<file path="src/rtl/qa_driver_csr_wr_bank_pkg.sv">
// qa_driver_csr_types: shared decode types, CTRL bit positions and the CSR bank address decoder.
package qa_driver_csr_types;
  typedef enum logic [2:0] {K_NONE, K_LO, K_HI, K_DOORBELL, K_CTRL} t_csr_kind;
  typedef struct packed {
    t_csr_kind kind;
    logic [4:0] idx;
  } t_csr_bank_off;
  localparam int CTRL_CLR_OVF = 0;
  localparam int CTRL_CLR_VALID = 1;
  localparam int CTRL_FLUSH = 2;
  // off is already reduced modulo 2^ADDR_W and zero-extended by the caller
  function automatic t_csr_bank_off csr_bank_decode(input logic [31:0] off, input int unsigned num_regs);
    t_csr_bank_off r;
    r.idx = off[5:1];
    r.kind = off < 2 * num_regs ? (off[0] ? K_HI : K_LO) :
             off == 2 * num_regs ? K_DOORBELL :
             off == 2 * num_regs + 1 ? K_CTRL : K_NONE;
    return r;
  endfunction
endpackage

</file>
<file path="src/rtl/qa_driver_csr_wr_bank_if.sv">
// qa_driver_csr_wr_bank_if: host CSR write bus (csr_wr_valid/addr/data); master drives, slave snoops.
interface qa_driver_csr_wr_bank_if #(parameter int ADDR_W = 14) ();
  logic csr_wr_valid;
  logic [ADDR_W-1:0] csr_wr_addr;
  logic [31:0] csr_wr_data;
  modport master(output csr_wr_valid, csr_wr_addr, csr_wr_data);
  modport slave(input csr_wr_valid, csr_wr_addr, csr_wr_data);
endinterface

</file>
<file path="src/rtl/qa_driver_csr_cmd_fifo.sv">
// qa_driver_csr_cmd_fifo: first-word-fall-through FIFO with flush and sticky overflow.
// Ports: clk, reset_n (sync active-low), enq/enq_data, deq, flush, clr_ovf in;
//        valid/data (head), count, overflow out.
module qa_driver_csr_cmd_fifo #(
  parameter int DEPTH = 8,
  parameter int WIDTH = 32
) (
  input  logic clk,
  input  logic reset_n,
  input  logic enq,
  input  logic [WIDTH-1:0] enq_data,
  input  logic deq,
  input  logic flush,
  input  logic clr_ovf,
  output logic valid,
  output logic [WIDTH-1:0] data,
  output logic [$clog2(DEPTH+1)-1:0] count,
  output logic overflow
);
  localparam int PW = $clog2(DEPTH);
  localparam int CW = $clog2(DEPTH+1);
  logic [WIDTH-1:0] mem [DEPTH];
  logic [PW-1:0] wp, rp;
  logic do_enq, do_deq;
  assign do_deq = deq && count != '0;
  // a full FIFO still accepts when the head leaves in the same cycle
  assign do_enq = enq && (count != CW'(DEPTH) || do_deq);
  assign valid = count != '0;
  assign data = mem[rp];
  always_ff @(posedge clk)
    if (do_enq) mem[wp] <= enq_data;
  always_ff @(posedge clk) begin
    if (!reset_n) begin
      wp <= '0;
      rp <= '0;
      count <= '0;
      overflow <= 1'b0;
    end else begin
      if (do_enq) wp <= wp + PW'(1);
      if (do_deq) rp <= rp + PW'(1);
      count <= count + CW'(do_enq) - CW'(do_deq);
      if (flush) begin
        wp <= '0;
        rp <= '0;
        count <= '0;
      end
      overflow <= (enq && !do_enq) || (overflow && !clr_ovf);
    end
  end
endmodule

</file>
<file path="src/rtl/qa_driver_csr_wr_bank.sv">
// qa_driver_csr_wr_bank: CSR write decoder assembling 64-bit registers from LO/HI halves plus a doorbell FIFO.
// Ports: clk, reset_n (sync active-low), csr (CSR write bus, slave), reg_value/reg_valid/reg_update out,
//        cmd_valid/cmd_data/cmd_count/cmd_overflow out, cmd_deq in.
module qa_driver_csr_wr_bank
  import qa_driver_csr_types::*;
#(
  parameter int NUM_REGS = 4,
  parameter int ADDR_W = 14,
  parameter logic [ADDR_W-1:0] BASE_ADDR = 14'h0100,
  parameter int ATOMIC = 1,
  parameter int CMD_DEPTH = 8
) (
  input  logic clk,
  input  logic reset_n,
  qa_driver_csr_wr_bank_if.slave csr,
  output logic [NUM_REGS*64-1:0] reg_value,
  output logic [NUM_REGS-1:0] reg_valid,
  output logic [NUM_REGS-1:0] reg_update,
  output logic cmd_valid,
  output logic [31:0] cmd_data,
  input  logic cmd_deq,
  output logic [$clog2(CMD_DEPTH+1)-1:0] cmd_count,
  output logic cmd_overflow
);
  logic [ADDR_W-1:0] off;
  t_csr_bank_off dec;
  logic wr_lo, wr_hi, wr_db, wr_ctrl;
  // subtraction wraps modulo 2^ADDR_W so addresses below BASE_ADDR land far out of range
  assign off = csr.csr_wr_addr - BASE_ADDR;
  assign dec = csr_bank_decode(32'(off), NUM_REGS);
  assign wr_lo = csr.csr_wr_valid && dec.kind == K_LO;
  assign wr_hi = csr.csr_wr_valid && dec.kind == K_HI;
  assign wr_db = csr.csr_wr_valid && dec.kind == K_DOORBELL;
  assign wr_ctrl = csr.csr_wr_valid && dec.kind == K_CTRL;
  for (genvar g = 0; g < NUM_REGS; g++) begin : g_reg
    logic [63:0] v;
    logic [31:0] sh;
    logic ok, up;
    logic hit;
    assign hit = dec.idx == 5'(g);
    always_ff @(posedge clk) begin
      if (!reset_n) begin
        v <= '0;
        sh <= '0;
        ok <= 1'b0;
        up <= 1'b0;
      end else begin
        up <= 1'b0;
        if (wr_lo && hit) begin
          if (ATOMIC != 0) sh <= csr.csr_wr_data;
          else begin
            v[31:0] <= csr.csr_wr_data;
            up <= 1'b1;
          end
        end
        if (wr_hi && hit) begin
          v[63:32] <= csr.csr_wr_data;
          if (ATOMIC != 0) v[31:0] <= sh;
          ok <= 1'b1;
          up <= 1'b1;
        end else if (wr_ctrl && csr.csr_wr_data[CTRL_CLR_VALID]) ok <= 1'b0;
      end
    end
    assign reg_value[64*g +: 64] = v;
    assign reg_valid[g] = ok;
    assign reg_update[g] = up;
  end
  qa_driver_csr_cmd_fifo #(.DEPTH(CMD_DEPTH), .WIDTH(32)) u_fifo (
    .clk(clk),
    .reset_n(reset_n),
    .enq(wr_db),
    .enq_data(csr.csr_wr_data),
    .deq(cmd_deq),
    .flush(wr_ctrl && csr.csr_wr_data[CTRL_FLUSH]),
    .clr_ovf(wr_ctrl && csr.csr_wr_data[CTRL_CLR_OVF]),
    .valid(cmd_valid),
    .data(cmd_data),
    .count(cmd_count),
    .overflow(cmd_overflow)
  );
endmodule

</file>
<file path="src/flat_wrapper.sv">
// flat-port wrapper written by rule: the top's interface ports become plain ports
module qa_driver_csr_wr_bank_flat import qa_driver_csr_types::*;
#(
  parameter int NUM_REGS = 4,
  parameter int ADDR_W = 14,
  parameter logic [ADDR_W-1:0] BASE_ADDR = 14'h0100,
  parameter int ATOMIC = 1,
  parameter int CMD_DEPTH = 8
)
  (clk, reset_n, reg_value, reg_valid, reg_update, cmd_valid, cmd_data, cmd_deq, cmd_count, cmd_overflow, csr_csr_wr_valid, csr_csr_wr_addr, csr_csr_wr_data);
  qa_driver_csr_wr_bank_if #(.ADDR_W(ADDR_W)) csr_i ();
  input  logic clk;
  input  logic reset_n;
  output logic [NUM_REGS*64-1:0] reg_value;
  output logic [NUM_REGS-1:0] reg_valid;
  output logic [NUM_REGS-1:0] reg_update;
  output logic cmd_valid;
  output logic [31:0] cmd_data;
  input  logic cmd_deq;
  output logic [$clog2(CMD_DEPTH+1)-1:0] cmd_count;
  output logic cmd_overflow;
  input wire logic [$bits(csr_i.csr_wr_valid)-1:0] csr_csr_wr_valid;
  input wire logic [$bits(csr_i.csr_wr_addr)-1:0] csr_csr_wr_addr;
  input wire logic [$bits(csr_i.csr_wr_data)-1:0] csr_csr_wr_data;
  assign csr_i.csr_wr_valid = csr_csr_wr_valid;
  assign csr_i.csr_wr_addr = csr_csr_wr_addr;
  assign csr_i.csr_wr_data = csr_csr_wr_data;
  qa_driver_csr_wr_bank #(.NUM_REGS(NUM_REGS), .ADDR_W(ADDR_W), .BASE_ADDR(BASE_ADDR), .ATOMIC(ATOMIC), .CMD_DEPTH(CMD_DEPTH)) u_core (.clk(clk), .reset_n(reset_n), .csr(csr_i), .reg_value(reg_value), .reg_valid(reg_valid), .reg_update(reg_update), .cmd_valid(cmd_valid), .cmd_data(cmd_data), .cmd_deq(cmd_deq), .cmd_count(cmd_count), .cmd_overflow(cmd_overflow));
endmodule
</file>
<file path="config.mk">
export PLATFORM = sky130hd
export DESIGN_NAME = qa_driver_csr_wr_bank_flat
export DESIGN_NICKNAME = d
export VERILOG_FILES = /design/src/rtl/qa_driver_csr_wr_bank_pkg.sv /design/src/rtl/qa_driver_csr_wr_bank_if.sv /design/src/rtl/qa_driver_csr_cmd_fifo.sv /design/src/rtl/qa_driver_csr_wr_bank.sv /design/src/flat_wrapper.sv
export SDC_FILE = /design/constraint.sdc
export NUM_CORES = 1
export LEC_CHECK = 0
export ABC_AREA = 0
export CORE_MARGIN = 4
export CORE_UTILIZATION = 50
export CTS_BUF_LIST = sky130_fd_sc_hd__clkbuf_16
export DETAILED_ROUTE_END_ITERATION = 7
export MAX_ROUTING_LAYER = met4
export PLACE_DENSITY = 0.83
export SLEW_MARGIN = 15
export SYNTH_ARGS = -nofsm -noshare
export SYNTH_HDL_FRONTEND = slang
export SYNTH_SLANG_ARGS = --single-unit
</file>
<file path="constraint.sdc">
create_clock -name clk -period 5.7 [get_ports clk]
set_clock_uncertainty 0.05 [all_clocks]
set_input_delay 0.57 -clock clk [delete_from_list [all_inputs] [get_ports clk]]
set_output_delay 0.57 -clock clk [all_outputs]
set_load 0.02 [all_outputs]
</file>
==> results of run 1 <==
logic make-up (layout without fill, tap and decap cells):
| family | count (synthesis) | in the layout |
|---|---|---|
| xor gates and xnor gates | 4 | 4 |
| AOI/OAI and AO/OA | 149 | 149 |
| DFF | 662 | 662 |
| and+or+nand+nor | 615 | 615 |
| muxes | 353 | 353 |
| buffers and inverters | 145 | 506 |
| adders and majority gates | 8 | 8 |
synth_stat cells, drive strengths merged (2+ instances only):
master / n
nand2: 487
dfxtp: 406
mux2i: 257
edfxtp: 256
a21oi: 134
nor2: 80
clkbuf: 74
mux4: 64
buf: 59
mux2: 32
inv: 11
o21ai: 9
ha: 7
nor3: 7
nand3: 6
nand4: 6
nor4: 5
nand2b: 4
nor4bb: 4
a21boi: 3
and4: 3
or4: 3
and2: 2
nor4b: 2
or3: 2
or3b: 2
xnor2: 2
xor2: 2
metal layers:
metal	track usage (%)	up-vias	routed length, um
met3	6.28	113	5580
met5	-	-	0
met1	33.9	8106	27500
met4	6.50	0	1620
met2	40.3	722	31900
li1	-	7356	-
final timing paths:
path | startpoint | end | slack (ns) | cells past startpoint
max | flop | cmd_data[7] | 1.72 | 4
min | u_core.g_reg[0].v[22] | u_core.g_reg[0].v[22] | 0.40 | 2
max reg2reg | u_core.u_fifo.count[3] | u_core.u_fifo.mem[7][16] | 3.07 | 6
min reg2reg | u_core.g_reg[0].v[22] | u_core.g_reg[0].v[22] | 0.40 | 2
cell type report:
cell class / count / area share (%)
clock inverter: 49 / 1.17
sequential: 662 / 52.1
inverter: 12 / 0.173
timing repair buffer: 374 / 12.3
tap: 615 / 2.53
multi-input combinational: 1129 / 25.9
clock buffer: 71 / 5.85
power by group:
| part | switching [W] | internal [W] | leakage [nW] | total (W) |
|---|---|---|---|---|
| sequential | 0.0000828 | 0.00493 | 5.57 | 0.00502 |
| clock | 0.00180 | 0.00248 | 1.08 | 0.00427 |
| combinational | 0.000631 | 0.000643 | 4.17 | 0.00127 |
| total | 0.00251 | 0.00805 | 10.8 | 0.0106 |
critical path: stages, from the launching register on:
cell             delay, ns
dfxtp_2               0.92
buf_4                 0.56
mux4_2                0.39
mux2_2                0.30
clkdlybuf4s50_1       0.58
layout by cell type (no fill, tap or decap), types with 7 or more instances in the layout:
cell	instances
inv_1	25
dfxtp_1	404
edfxtp_1	256
mux2_2	32
clkbuf_16	71
a21oi_1	134
mux4_2	64
clkdlybuf4s50_1	350
mux2i_1	257
nor2_1	76
ha_1	7
nand2_1	487
o21ai_0	8
clkinv_2	7
buf_4	21
clkinv_1	14
state kept, by name, indices dropped and copies added (netlist names), named ones only:
name	count
u_core.g.sh	128
u_core.g.up	4
u_core.g.ok	4
u_core.g.v	256
u_core.u_fifo.mem	256
u_core.u_fifo.overflow	1
u_core.u_fifo.wp	3
u_core.u_fifo.rp	3
u_core.u_fifo.count	4
stage by stage:
| step | total power [W] | worst slack [ns] |
|---|---|---|
| 2_1_floorplan | 0.00590 | 0.642 |
| 3_3_place_gp | 0.00635 | 2.06 |
| 3_5_place_dp | 0.00638 | 1.96 |
| 4_1_cts | 0.0106 | 1.48 |
| 5_1_grt | 0.0109 | 1.59 |
| 6_report | 0.0106 | 1.72 |
==> run_results.csv, run 1 <==
group,metric,value,unit
run_status,status,"finished, final reports clean",
run,max_cap_viol_count,0,
logic_synthesis,ys_seq_area_share,64.9,%
sta,final_hold_viol_count,0,
grt,grt_pass1_wl,101000,um
sta,worstMarginPinSlew,1.07,ns
routing,drt_pass1_iterations,6,
placement,post-dp-hpwl,41200,um
logic_synthesis,ys_warn_count,0,
clocking,cts-root-buf,"clkbuf_16",
floorplanning,pin_count,352,
worst_setup_path,critPathArrivalTime,3.36,ns
logic_synthesis,post_synth_num_cell_types,45,
layout,nets,2305,
layout,postLayoutCellArea,30400,um2
placement,portBuffers,351,
layout,seq_area,15800,um2
layout,diodes,0,
power,power.density,348,nW/um2
routing,initialDrtViolationCount,1545,
logic_synthesis,avgSynthCellArea,12.6,um2
clocking,holdBufCountCts,0,
power,ir_worst_vdd,0.000241,V
clocking,ctsResizeCount,0,
logic_synthesis,synth_fp_nets,1994,
clocking,h-tree-depth,3,
layout,multi_input_area,7880,um2
sta,slew_violations,0,
layout,area_growth,24.6,%
clocking,clk_pin_slew,0.06,ns
worst_setup_path,crit_path_start_kind,"flop",
grt,grt-ovfl-total,0,
logic_synthesis,async_flop_share,0,%
logic_synthesis,yosysTopAreaCell,"dfxtp_1",
routing,routed_wl,66600,um
logic_synthesis,synth.area.top_cells,"dfxtp_1 (33%), edfxtp_1 (32%), mux2i_1 (11%)",
layout,fillers,3428,
floorplanning,core,47900,um2
logic_synthesis,netlist_instances,1936,
layout,fin_util,63.4,%
floorplanning,die_y,229,um
worst_setup_path,worstPathRequired,5.08,ns
min_path,hp-class,"flop to flop",
layout,layout-drive-gt1-share,10.3,%
sta,setup_viol,0,
sta,max_slew_margin,28.7,%
logic_synthesis,yosysTopAreaCellShare,33.3,%
grt,grt_max_degree,151,
logic_synthesis,synthXorXnorAreaFrac,0.144,%
grt,antenna_found_initial,0,
logic_synthesis,synth_fa_ha_area_share,0.441,%
sta,rsz0062_at_grt,"false",
clocking,clk_path_buf_depth,3,
worst_setup_path,path_max_fanout,33,
clocking,cts.sinks,662,
logic_synthesis,yosys.area_share.simple,10.4,%
routing,drtAntennaViolNets,0,
sta,period_share,69.9,%
sta,finalCriticalPeriod,3.98,ns
sta,holdWs,0.400,ns
clocking,cts_setup_buffers,0,
logic_synthesis,synth_compound_area_share,3.13,%
routing,remaining_drc_errors,0,
logic_synthesis,synth_top_family_by_area,"multiplexers",
logic_synthesis,synth_edf_count,256,
worst_setup_path,cp-end-kind,"output pin",
logic_synthesis,ys.flop_type,"dfxtp_1",
placement,place_inst,2791,
sta,finalSetupTns,0,ns
placement,place_area,28200,um2
clocking,cts_tree,"built",
clocking,insertion_delay,0.58,ns
placement,place_congestion,0.853,
routing,vias,16300,
floorplanning,row_count,80,
routing,vias_per_cell,5.60,
sta,max_freq,251,MHz
routing,routedWlPerCell,22.9,um
floorplanning,die_area,52300,um2
floorplanning,initial_core_util,50.8,%
clocking,cts_buffers,68,
worst_setup_path,crit_type,"flop to output pin",
grt,grt_pass1_vias,16600,
layout,final_cells,2912,
logic_synthesis,synth_area,24400,um2
grt,track_usage,25.6,%
floorplanning,die_w,229,um
logic_synthesis,ys_seq_elements,662,
power,leakage,10.8,nW
logic_synthesis,synthMuxAreaShare,17.9,%
No activity file was read; power rests on OpenSTA's default activity.
==> inputs of run 2 (changes only) <==
==> constraint.sdc (replaced) <==
create_clock -name clk -period 4.2 [get_ports clk]
set_clock_uncertainty 0.05 [all_clocks]
set_input_delay 0.42 -clock clk [delete_from_list [all_inputs] [get_ports clk]]
set_output_delay 0.42 -clock clk [all_outputs]
set_load 0.02 [all_outputs]
==> run 2 against run 1 <==
Compared with the run above: first-iteration DRC count up 0.26%; highest routed layer unchanged; final cell count up 0.38%; routed wire length decreased by 1.3%; via count is 0.42% higher; power is 36% higher; combinational power increased by 39%; clock power increased by 36%; largest power group unchanged.
==> run_results.csv, run 2 (same netlist as run 1, synthesis figures left out) <==
group,metric,value,unit
worst_setup_path,worstPathRequired,3.73,ns
routing,vias,16400,
power,ir_worst_vdd,0.000313,V
layout,largestRegisters,"u_core.g.v x256, u_core.u_fifo.mem x256, u_core.g.sh x128",
sta,fin_ws,0.605,ns
placement,post-place-ws,0.809,ns
grt,grt_pass1_wl,101000,um
layout,final_cell_mix,"nand2_1 (487), dfxtp_1 (404), clkdlybuf4s50_1 (350), mux2i_1 (257), edfxtp_1 (256)",
power,power.density,471,nW/um2
routing,drtAntennaViolNets,0,
floorplanning,die_area,52300,um2
layout,fillers,3488,
layout,diodes,0,
grt,track_usage,25.4,%
floorplanning,initial_core_util,50.8,%
placement,place_congestion,0.822,
routing,remaining_drc_errors,0,
sta,period_share,85.6,%
sta,rsz0062_at_grt,"false",
sta,max_freq,278,MHz
grt,grt_max_degree,132,
layout,nets,2313,
clocking,holdBufCountCts,0,
sta,worstMarginPinSlew,0.834,ns
power,switching_power,0.00346,W
grt,antenna_found_initial,0,
worst_setup_path,slowest_stage,"dfxtp_4",
worst_setup_path,cp-end-kind,"output pin",
run_status,status,"finished, final reports clean",
worst_setup_path,crit_type,"flop to output pin",
floorplanning,core,47900,um2
floorplanning,die_w,229,um
clocking,cts.sinks,662,
worst_setup_path,crit_chain,"buf_4 -> mux4_2 -> mux2_2 -> clkdlybuf4s50_1",
grt,grt_pass1_vias,16500,
routing,routedWlPerCell,22.5,um
worst_setup_path,cpPeakStageDelay,0.69,ns
floorplanning,row_count,80,
clocking,cts_setup_buffers,0,
floorplanning,die_y,229,um
placement,portBuffers,351,
power,swShare,24.1,%
min_path,hp-class,"primary input to flop",
clocking,ctsResizeCount,0,
run,max_cap_viol_count,0,
clocking,cts_buffers,67,
routing,vias_per_cell,5.60,
clocking,cts-root-buf,"clkbuf_16",
layout,final_common_cell,"nand2_1",
worst_setup_path,path_max_fanout,26,
sta,finalSetupTns,0,ns
layout,layout-drive-gt1-share,10.8,%
power,seq_power_share,47.4,%
routing,drt_pass1_iterations,7,
power,intPower,0.0109,W
power,leakage,10.9,nW
worst_setup_path,rrSetupSlack,1.60,ns
routing,routed_wl,65800,um
layout,area_growth,25.1,%
routing,initialDrtViolationCount,1549,
sta,finalCriticalPeriod,3.59,ns
clocking,cts_tree,"built",
clocking,clk_path_buf_depth,3,
power,combPwrFrac,12.2,%
floorplanning,pin_count,352,
sta,max_slew_margin,44.4,%
placement,post-dp-hpwl,42000,um
worst_setup_path,critPathArrivalTime,3.12,ns
clocking,h-tree-depth,3,
sta,final_hold_viol_count,0,
clocking,clk_pin_slew,0.06,ns
grt,grt-ovfl-total,0,
sta,slew_violations,0,
clocking,insertion_delay,0.59,ns
worst_setup_path,crit_path_start_kind,"flop",
sta,setup_viol,0,
power,clock_power_share,40.4,%
## run 2: power by group through the flow
stage,registers [W],logic [W],clock network (W)
6_report,0.00681,0.00176,0.00580
5_1_grt,0.00683,0.00188,0.00619
4_1_cts,0.00682,0.00178,0.00589
3_5_place_dp,0.00696,0.00176,0
3_3_place_gp,0.00696,0.00171,0
2_1_floorplan,0.00687,0.00114,0
## run 2: per-layer routing
metal	vias up	routed length, um	global-route usage, %
li1	7385	-	-
met2	711	31500	40.1
met4	0	1830	7.91
met5	-	0	-
met3	107	4790	5.23
met1	8163	27600	33.4
## run 2: area by class of cell
class	instances	area (um2)	share of cell area, %
Clock buffer	70	1750	5.74
Clock inverter	52	398	1.30
Inverter	12	50.0	0.164
Multi-Input combinational cell	1129	7890	25.9
Sequential cell	662	15800	51.9
Tap cell	615	769	2.52
Timing Repair Buffer	383	3820	12.5
## run 2: worst paths after layout
check                         startpoint  cells after the start                      to
setup / recovery                    flop                      4             cmd_data[3]
hold / removal                   reset_n                      3    u_core.g_reg[3].v[1]
setup reg to reg  u_core.u_fifo.count[2]                     11  u_core.u_fifo.count[3]
hold reg to reg    u_core.g_reg[0].v[39]                      2   u_core.g_reg[0].v[39]
## run 2: critical path, delay by kind of cell, from the launching register on
kind	cells	cell delay, ns
buf+inv	2	0.98
mux	2	0.83
flops	1	0.69
## run 2: stage by stage
step | util [%] | area [um2] | cells | power [W] | hold slack, ns
finish | 63.6 | 30500 | 2923 | 0.0144 | 0.328
global route | 63.6 | 30500 | 2923 | 0.0149 | 0.377
CTS | 63.6 | 30500 | 2923 | 0.0145 | 0.332
detailed placement | 59.1 | 28300 | 2801 | 0.00872 | 0.393
global placement | 59.1 | 28300 | 2801 | 0.00867 | 0.388
floorplan | - | 24400 | 1936 | 0.00801 | 0.384
==> inputs of run 3 (changes only) <==
--- a/config.mk
+++ b/config.mk
@@ -6,6 +6,7 @@
 export NUM_CORES = 1
 export LEC_CHECK = 0
 export ABC_AREA = 0
+export CAP_MARGIN = 20
 export CORE_MARGIN = 4
 export CORE_UTILIZATION = 50
 export CTS_BUF_LIST = sky130_fd_sc_hd__clkbuf_16
==> results of run 3 <==
The final DEF is identical to that of run 2; final timing and power are the same.
